## src/rtl/unidade_controle_multiciclo.sv

```systemverilog
// Multicycle control FSM for the RV64 datapath: sequences fetch/decode/execute/memory/write-back
// per instruction, drives every datapath enable and mux select, and counts retired instructions.
module unidade_controle_multiciclo #(
   parameter int CNT_W = 32
) (
   input  logic             clock,
   input  logic             reset,
   input  logic             run,
   input  logic [6:0]       opcode,
   input  logic             flag,
   output logic             wePC,
   output logic             weIR,
   output logic             weReg,
   output logic             weMem,
   output logic             sinalMux1,
   output logic [1:0]       sinalMux2,
   output logic             sinalMux4,
   output logic [2:0]       estado,
   output logic             erro,
   output logic [CNT_W-1:0] instret
);

   typedef enum logic [2:0] {
      ST_IDLE   = 3'd0,
      ST_FETCH  = 3'd1,
      ST_DECODE = 3'd2,
      ST_EXEC   = 3'd3,
      ST_MEM    = 3'd4,
      ST_WB     = 3'd5,
      ST_UNUSED = 3'd6,
      ST_TRAP   = 3'd7
   } state_t;

   typedef enum logic [2:0] {
      CL_R       = 3'd0,
      CL_IALU    = 3'd1,
      CL_LOAD    = 3'd2,
      CL_STORE   = 3'd3,
      CL_BRANCH  = 3'd4,
      CL_AUIPC   = 3'd5,
      CL_JAL     = 3'd6,
      CL_ILLEGAL = 3'd7
   } class_t;

   function automatic class_t classify(input logic [6:0] op);
      class_t cl;
      case (op)
         7'b0110011: cl = CL_R;
         7'b0010011: cl = CL_IALU;
         7'b0000011: cl = CL_LOAD;
         7'b0100011: cl = CL_STORE;
         7'b1100011: cl = CL_BRANCH;
         7'b0010111: cl = CL_AUIPC;
         7'b1101111: cl = CL_JAL;
         default:    cl = CL_ILLEGAL;
      endcase
      return cl;
   endfunction

   state_t           state_r;
   state_t           next_state_s;
   logic [6:0]       op_q_r;
   logic [CNT_W-1:0] instret_r;
   class_t           class_s;
   logic             instr_end_s;
   state_t           boundary_s;

   // The branch decision is taken in the datapath's PC mux, so the controller never looks at flag.
   logic             flag_unused_s;
   assign flag_unused_s = flag;

   assign class_s    = classify(op_q_r);
   assign boundary_s = run ? ST_FETCH : ST_IDLE;

   // State register, latched opcode and retired-instruction counter
   always_ff @(posedge clock or posedge reset) begin
      if (reset) begin
         state_r   <= ST_IDLE;
         op_q_r    <= 7'd0;
         instret_r <= {CNT_W{1'b0}};
      end else begin
         state_r <= next_state_s;
         if (state_r == ST_FETCH) begin
            op_q_r <= opcode;
         end else begin
            op_q_r <= op_q_r;
         end
         if (instr_end_s) begin
            instret_r <= instret_r + {{(CNT_W-1){1'b0}}, 1'b1};
         end else begin
            instret_r <= instret_r;
         end
      end
   end

   // Next-state logic; run is only consulted in IDLE and at the instruction boundary
   always_comb begin
      next_state_s = ST_IDLE;
      instr_end_s  = 1'b0;
      case (state_r)
         ST_IDLE:   next_state_s = run ? ST_FETCH : ST_IDLE;
         ST_FETCH:  next_state_s = ST_DECODE;
         ST_DECODE: next_state_s = (class_s == CL_ILLEGAL) ? ST_TRAP : ST_EXEC;
         ST_EXEC: begin
            case (class_s)
               CL_LOAD, CL_STORE: next_state_s = ST_MEM;
               CL_BRANCH: begin
                  next_state_s = boundary_s;
                  instr_end_s  = 1'b1;
               end
               default:           next_state_s = ST_WB;
            endcase
         end
         ST_MEM: begin
            if (class_s == CL_STORE) begin
               next_state_s = boundary_s;
               instr_end_s  = 1'b1;
            end else begin
               next_state_s = ST_WB;
            end
         end
         ST_WB: begin
            next_state_s = boundary_s;
            instr_end_s  = 1'b1;
         end
         ST_TRAP:   next_state_s = ST_TRAP;
         default:   next_state_s = ST_IDLE;
      endcase
   end

   // Moore outputs from state and latched opcode; selects stay stable from EXEC through WB
   always_comb begin
      wePC      = 1'b0;
      weIR      = 1'b0;
      weReg     = 1'b0;
      weMem     = 1'b0;
      sinalMux1 = 1'b0;
      sinalMux2 = 2'd0;
      sinalMux4 = 1'b0;
      erro      = 1'b0;
      case (state_r)
         ST_FETCH: weIR = 1'b1;
         ST_EXEC, ST_MEM, ST_WB: begin
            case (class_s)
               CL_R: begin
                  sinalMux1 = 1'b1;
                  sinalMux2 = 2'd1;
               end
               CL_IALU:   sinalMux2 = 2'd1;
               CL_BRANCH: sinalMux1 = 1'b1;
               CL_AUIPC: begin
                  sinalMux2 = 2'd3;
                  sinalMux4 = 1'b1;
               end
               CL_JAL: begin
                  sinalMux2 = 2'd2;
                  sinalMux4 = 1'b1;
               end
               default:   sinalMux1 = 1'b0;
            endcase
            if (state_r == ST_EXEC) begin
               wePC = (class_s == CL_BRANCH);
            end else if (state_r == ST_MEM) begin
               weMem = (class_s == CL_STORE);
               wePC  = (class_s == CL_STORE);
            end else begin
               weReg = 1'b1;
               wePC  = 1'b1;
            end
         end
         ST_TRAP:  erro = 1'b1;
         default:  erro = 1'b0;
      endcase
   end

   assign estado  = state_r;
   assign instret = instret_r;

endmodule
```

## config.mk

```make
export PLATFORM = sky130hd
export DESIGN_NAME = unidade_controle_multiciclo
export DESIGN_NICKNAME = d
export VERILOG_FILES = /design/src/rtl/unidade_controle_multiciclo.sv
export SDC_FILE = /design/constraint.sdc
export NUM_CORES = 1
export LEC_CHECK = 0
export BUFFER_PORTS_ARGS = -buffer_cell sky130_fd_sc_hd__buf_2
export CORE_ASPECT_RATIO = 1.4
export CORE_MARGIN = 2
export CORE_UTILIZATION = 40
export CTS_BUF_LIST = sky130_fd_sc_hd__clkbuf_4
export CTS_CLUSTER_SIZE = 40
export DETAILED_ROUTE_END_ITERATION = 10
export GPL_ROUTABILITY_DRIVEN = 0
export HOLD_SLACK_MARGIN = 0.08
export MAX_ROUTING_LAYER = met4
export PLACE_DENSITY = 0.65
export SLEW_MARGIN = 0
export SYNTH_ARGS = -nofsm -noshare
export SYNTH_HDL_FRONTEND = slang
export SYNTH_SLANG_ARGS = --single-unit
```

## constraint.sdc

```tcl
create_clock -name clock -period 1.6 [get_ports clock]
set_clock_uncertainty 0.05 [all_clocks]
set_input_delay 0.08 -clock clock [delete_from_list [all_inputs] [get_ports clock]]
set_output_delay 0.08 -clock clock [all_outputs]
set_load 0.05 [all_outputs]
```

# Yosys cells after proc, flatten, opt, wreduce, memory -nomap -nowiden
# Cells that the tools add are included.
[word_totals]
regBits = 42
latchBits = 0
ramBits = 0
romBits = 0
in_bits = 11
output_inout_bits = 44
wordCells = 58
n_memories = 0
[classes]
add_sub_neg = 1
multipliers = 0
div = 0
order_cmp = 0
n_eq_ne = 20
shifts = 0
mux = 26
bitwise_logic = 0
reduce_logical = 8
[op_table]
columns = ["cell", "count"]
rows = [
  ["adder 32 x 1 -> 32 bit (second input constant)", 1],
  ["equality test 3 bit (second input constant)", 7],
  ["case mux 3 bit (7 select lines)", 1],
  ["two-way mux 1 bit", 18],
  ["case mux 3 bit (6 select lines)", 1],
  ["equality test 7 x 5 -> 1 bit (second input constant)", 2],
  ["equality test 7 x 6 -> 1 bit (second input constant)", 2],
  ["equality test 7 bit (second input constant)", 2],
  ["equality test 3 x 2 -> 1 bit (second input constant)", 4],
  ["OR reduction 2 bit", 5],
  ["equality test 7 x 2 -> 1 bit (second input constant)", 1],
  ["equality test 3 x 1 -> 1 bit (second input constant)", 2],
  ["logical NOT 3 bit", 2],
  ["two-way mux 3 bit", 2],
  ["case mux 2 bit (3 select lines)", 1],
  ["case mux 3 bit (2 select lines)", 1],
  ["case mux 1 bit (3 select lines)", 1],
  ["OR reduction 3 bit", 1],
  ["two-way mux 2 bit", 1],
]

# Logic depth before layout (Yosys ltp)
[depth]
word_depth = 6
ltp_mapped = 7
depth_no_buf = 5

# Worst setup path after synthesis
# OpenSTA, ideal clock, no wires.
[synth_path]
path_kind = "register to output"
start = "register op_q_r[3]"
end = "output sinalMux2[1]"
t_arrival_ps = 2365
required_time_ps = 1470
slack_ps = -895
stages_incl_launch_ff = 6
n_path_buf = 0
path_cell_list = "dfrtp_1 nor4_4 nor2_2 a311oi_2 xnor2_1 nor3_1"
[synth_between]
elab_chain_len = 6
elab_cells_between_ends = 15
[synth_lines]
columns = ["item", "line", "source"]
rows = [
  ["from (decl)", "62", "logic [6:0] op_q_r;"],
  ["from (signal assigned)", "84", "op_q_r <= opcode;"],
  ["from (signal assigned)", "86", "op_q_r <= op_q_r;"],
  ["equality test 7 bit, or another cell as far along", "47", "case (op)"],
  ["case mux 3 bit (7 select lines) *", "47", ""],
  ["equality test 3 x 1 -> 1 bit / logical NOT 3 bit (equally long branches)", "144", "case (class_s)"],
  ["OR reduction 2 bit (no source line)", "-", ""],
  ["case mux 2 bit (3 select lines) *", "144", ""],
  ["two-way mux 2 bit *", "141", "case (state_r)"],
  ["to (decl)", "16", "output logic [1:0] sinalMux2,"],
]
# Every way passes the cells marked *; elsewhere a longest branch is shown, timed or not.

# Final worst setup path
[layout_path]
start = "register op_q_r[4]"
end = "output sinalMux4"
[layout_between]
elab_chain_len = 6
elab_cells_between_ends = 13
[layout_lines]
columns = ["item", "line", "source"]
rows = [
  ["equality test 7 bit, or another cell as far along", "47", ""],
  ["case mux 3 bit (7 select lines) *", "47", ""],
  ["equality test 3 bit", "144", ""],
  ["OR reduction 2 bit (no source line) *", "-", ""],
  ["two-way mux 1 bit *", "144", ""],
  ["two-way mux 1 bit *", "141", ""],
  ["to (decl)", "17", "output logic sinalMux4,"],
]
# Marked as above.

==> results.cfg <==
[setup_path]
start_kind = flop
cp_data_required_time_ns = 1.47
cp.arrival_ns = 2.06
endpoint_kind = output port
path_max_fanout = 3
crit_type = flop to output port

[synth]
syn_avg_cell_area_sq_um = 11.4
ys_top_cells_by_area = dfrtp_1 48%, xnor2_1 12%, mux2_2 4.1%
synth_flop_cell = dfrtp_1
synth_area_sq_um = 2210
ys_types = 45
ys_seq_elements = 42
synthCells = 194
syn-num-nets = 206
async_reset_ff_frac = 1.00
yosysTopAreaCellShare = 0.476
ys_seq_area_frac = 0.476
yosysTopAreaCell = dfrtp_1
synth_edf_count = 0
yosysWarnings = 0

[floorplan]
die_w_um = 66.8
die_h_um = 91.9
dieArea_sq_um = 6140
start_util = 0.409
std_cell_rows = 32
core_area_sq_um = 5410
io_pins = 55

[global_route]
grt_pass1_wl_um = 9640
first_global_vias = 2058
grt-ovfl-total = 0
grt_usage = 0.209
grt_max_degree = 43
antenna_found_initial = 0

[routing]
wl_per_cell_um = 15.5
dr.pass1.iters = 4
viasPerCell = 5.10
drtIter0Drc = 48
vias = 1979
drc = 0
ant_nets = 0
drt-total-wl_um = 6010

[cells_and_area]
area_delta_synth_final_pct = 66.9
fillers = 413
stdcell_area_sq_um = 3690
fin_nets = 331
diodes = 0
drive_gt1_frac = 0.669

[clock_tree]
cts_buffers = 5
ctsHtreeMaxLevel = 2
clk_pin_slew_ns = 0.15
cts_tree = yes
clock_latency_ns = 0.36
cts_sinks = 42
clockBufferDepth = 2
cts_root_buffer = clkbuf_4

[sta]
relSlewSlack = 0.630
max_freq_ghz = 0.457
period_share = 1.37
hold_viol = 0
maxSlewViolCount = 0
worst_slew_pin_slew_ns = 0.555
tns_ns = -11.95
setup_viol = 41
min_period_ns = 2.19
layout_setup_ws_ns = -0.588
rsz0062_at_grt = true

[run_status]
violations = negative setup slack
status = complete, but fails checks

[placement]
portBuffers = 53
dpl.hpwl_um = 3920
dp_slack_ns = -0.370
placed_cell_area_sq_um = 3070

[min_path]
min_path_type = primary input to async pin

[flow_run]
max-cap-violations = 0

[power_and_ir_drop]
power.leakage_nw = 1.66
max-vdd-ir-drop_mv = 1.25
power.total_w = 0.00557
power_density_nw_per_um2 = 1510
## cell type report
class	instances	area (sq um)	share of cell area
tap	68	85.1	0.0231
clock buffer	6	45.0	0.0122
sequential	42	1080	0.293
clock inverter	2	37.5	0.0102
timing repair buffer	122	987	0.268
multi-input combinational	146	1440	0.392
inverter	2	7.51	0.00204
## metal layers
layer	vias up	global-route usage	routed length [um]
met5	-	-	0
met4	0	0.0578	67
met3	6	0.0356	210
met2	45	0.380	3430
met1	977	0.229	2300
li1	951	-	-
## synthesized netlist by cell type (2+ instances only)
cell type and number:
a21oi_1 2, inv_1 2, xnor2_1 30, nand4_1 9, nand2_1 16, buf_2 2, nor2_1 5, o22ai_4 2
and2_1 4, nand2b_1 2, nand3_2 4, mux2_2 8, and3_1 6, xor2_1 2, nand3_1 17, dfrtp_1 42
and4_1 5, o211ai_1 2, nor3_1 4, o21ai_0 5
## what timing repair did
| action | 4_1_cts | 5_1_grt |
|---|---|---|
| resized for setup | 40 | 27 |
| setup endpoints to repair | 41 | 45 |
| cloned | 1 | 0 |
| hold buffers | 9 | 0 |
| pin swaps | 22 | 12 |
| buffers inserted | 14 | 8 |
| hold endpoints to repair | 50 | 0 |
## final timing paths
kind | slack, ns | to | depth (start not counted) | startpoint
max | -0.59 | sinalMux4 | 8 | op_q_r[4]
min | 0.34 | instret[18] | 4 | reset
max reg2reg | -0.35 | instret[17] | 9 | op_q_r[4]
min reg2reg | 0.42 | instret[31] | 1 | instret[31]
max in group asynchronous | 0.74 | op_q_r[5] | 4 | reset
min in group clock | 0.42 | op_q_r[3] | 3 | opcode[3]
## report_power, final
part / internal (W) / leakage [nW] / switching [W]
clock network: 0.000347 / 0.0419 / 0.000381
registers: 0.00128 / 0.525 / 0.000235
logic: 0.00159 / 1.09 / 0.00174
total: 0.00322 / 1.66 / 0.00236
## per-stage QoR
step / instances / hold WS [ns] / util
after global placement: 352 / 0.199 / 0.568
after detailed placement: 352 / 0.205 / 0.568
final: 388 / 0.339 / 0.682
after CTS: 382 / 0.351 / 0.651
after floorplan: 194 / 0.178 / -
after global routing: 388 / 0.396 / 0.682
## critical path, stage by stage, from the launching register on
cell and delay [ns]:
dfrtp_1 0.44, and2b_4 0.28, buf_4 0.12, o21ai_2 0.06, a311oi_2 0.21, buf_4 0.19, xnor2_4 0.10, nor3_4 0.13
buf_6 0.18
## state kept, by name, summed over array words and instances, names as in the netlist
name and flops:
estado 3, instret 32, op_q_r 7
## placed cells by master (no fill, tap or decap), types with 2 or more instances in the layout
| cell | n |
|---|---|
| nand3_1 | 6 |
| buf_8 | 4 |
| nand2_1 | 10 |
| dlygate4sd3_1 | 9 |
| nand2_2 | 5 |
| xnor2_2 | 4 |
| buf_6 | 15 |
| nor4_4 | 2 |
| buf_12 | 6 |
| xnor2_1 | 25 |
| and4_1 | 4 |
| buf_2 | 45 |
| mux2_4 | 6 |
| dfrtp_2 | 23 |
| mux2_2 | 2 |
| and3_4 | 2 |
| nor2_1 | 2 |
| nor2_2 | 3 |
| nand3_2 | 11 |
| clkbuf_4 | 6 |
| o21ai_0 | 3 |
| nand4_1 | 9 |
| nand3_4 | 4 |
| inv_1 | 2 |
| a21oi_4 | 3 |
| o211ai_1 | 2 |
| o21ai_4 | 2 |
| xor2_1 | 2 |
| buf_4 | 43 |
| and2_1 | 3 |
| nor3_4 | 3 |
| dfrtp_1 | 19 |
| and3_1 | 5 |
| o22ai_4 | 2 |
## kinds of logic after synthesis
logic type,share of synthesized area
AOI/OAI and AO/OA,0.0884
xor gates and xnor gates,0.127
adders and majority gates,0.00566
buffers and inverters,0.0147
DFF,0.476
muxes,0.0408
and+or+nand+nor,0.248
Note: power is estimated with default switching activity, not from simulation.
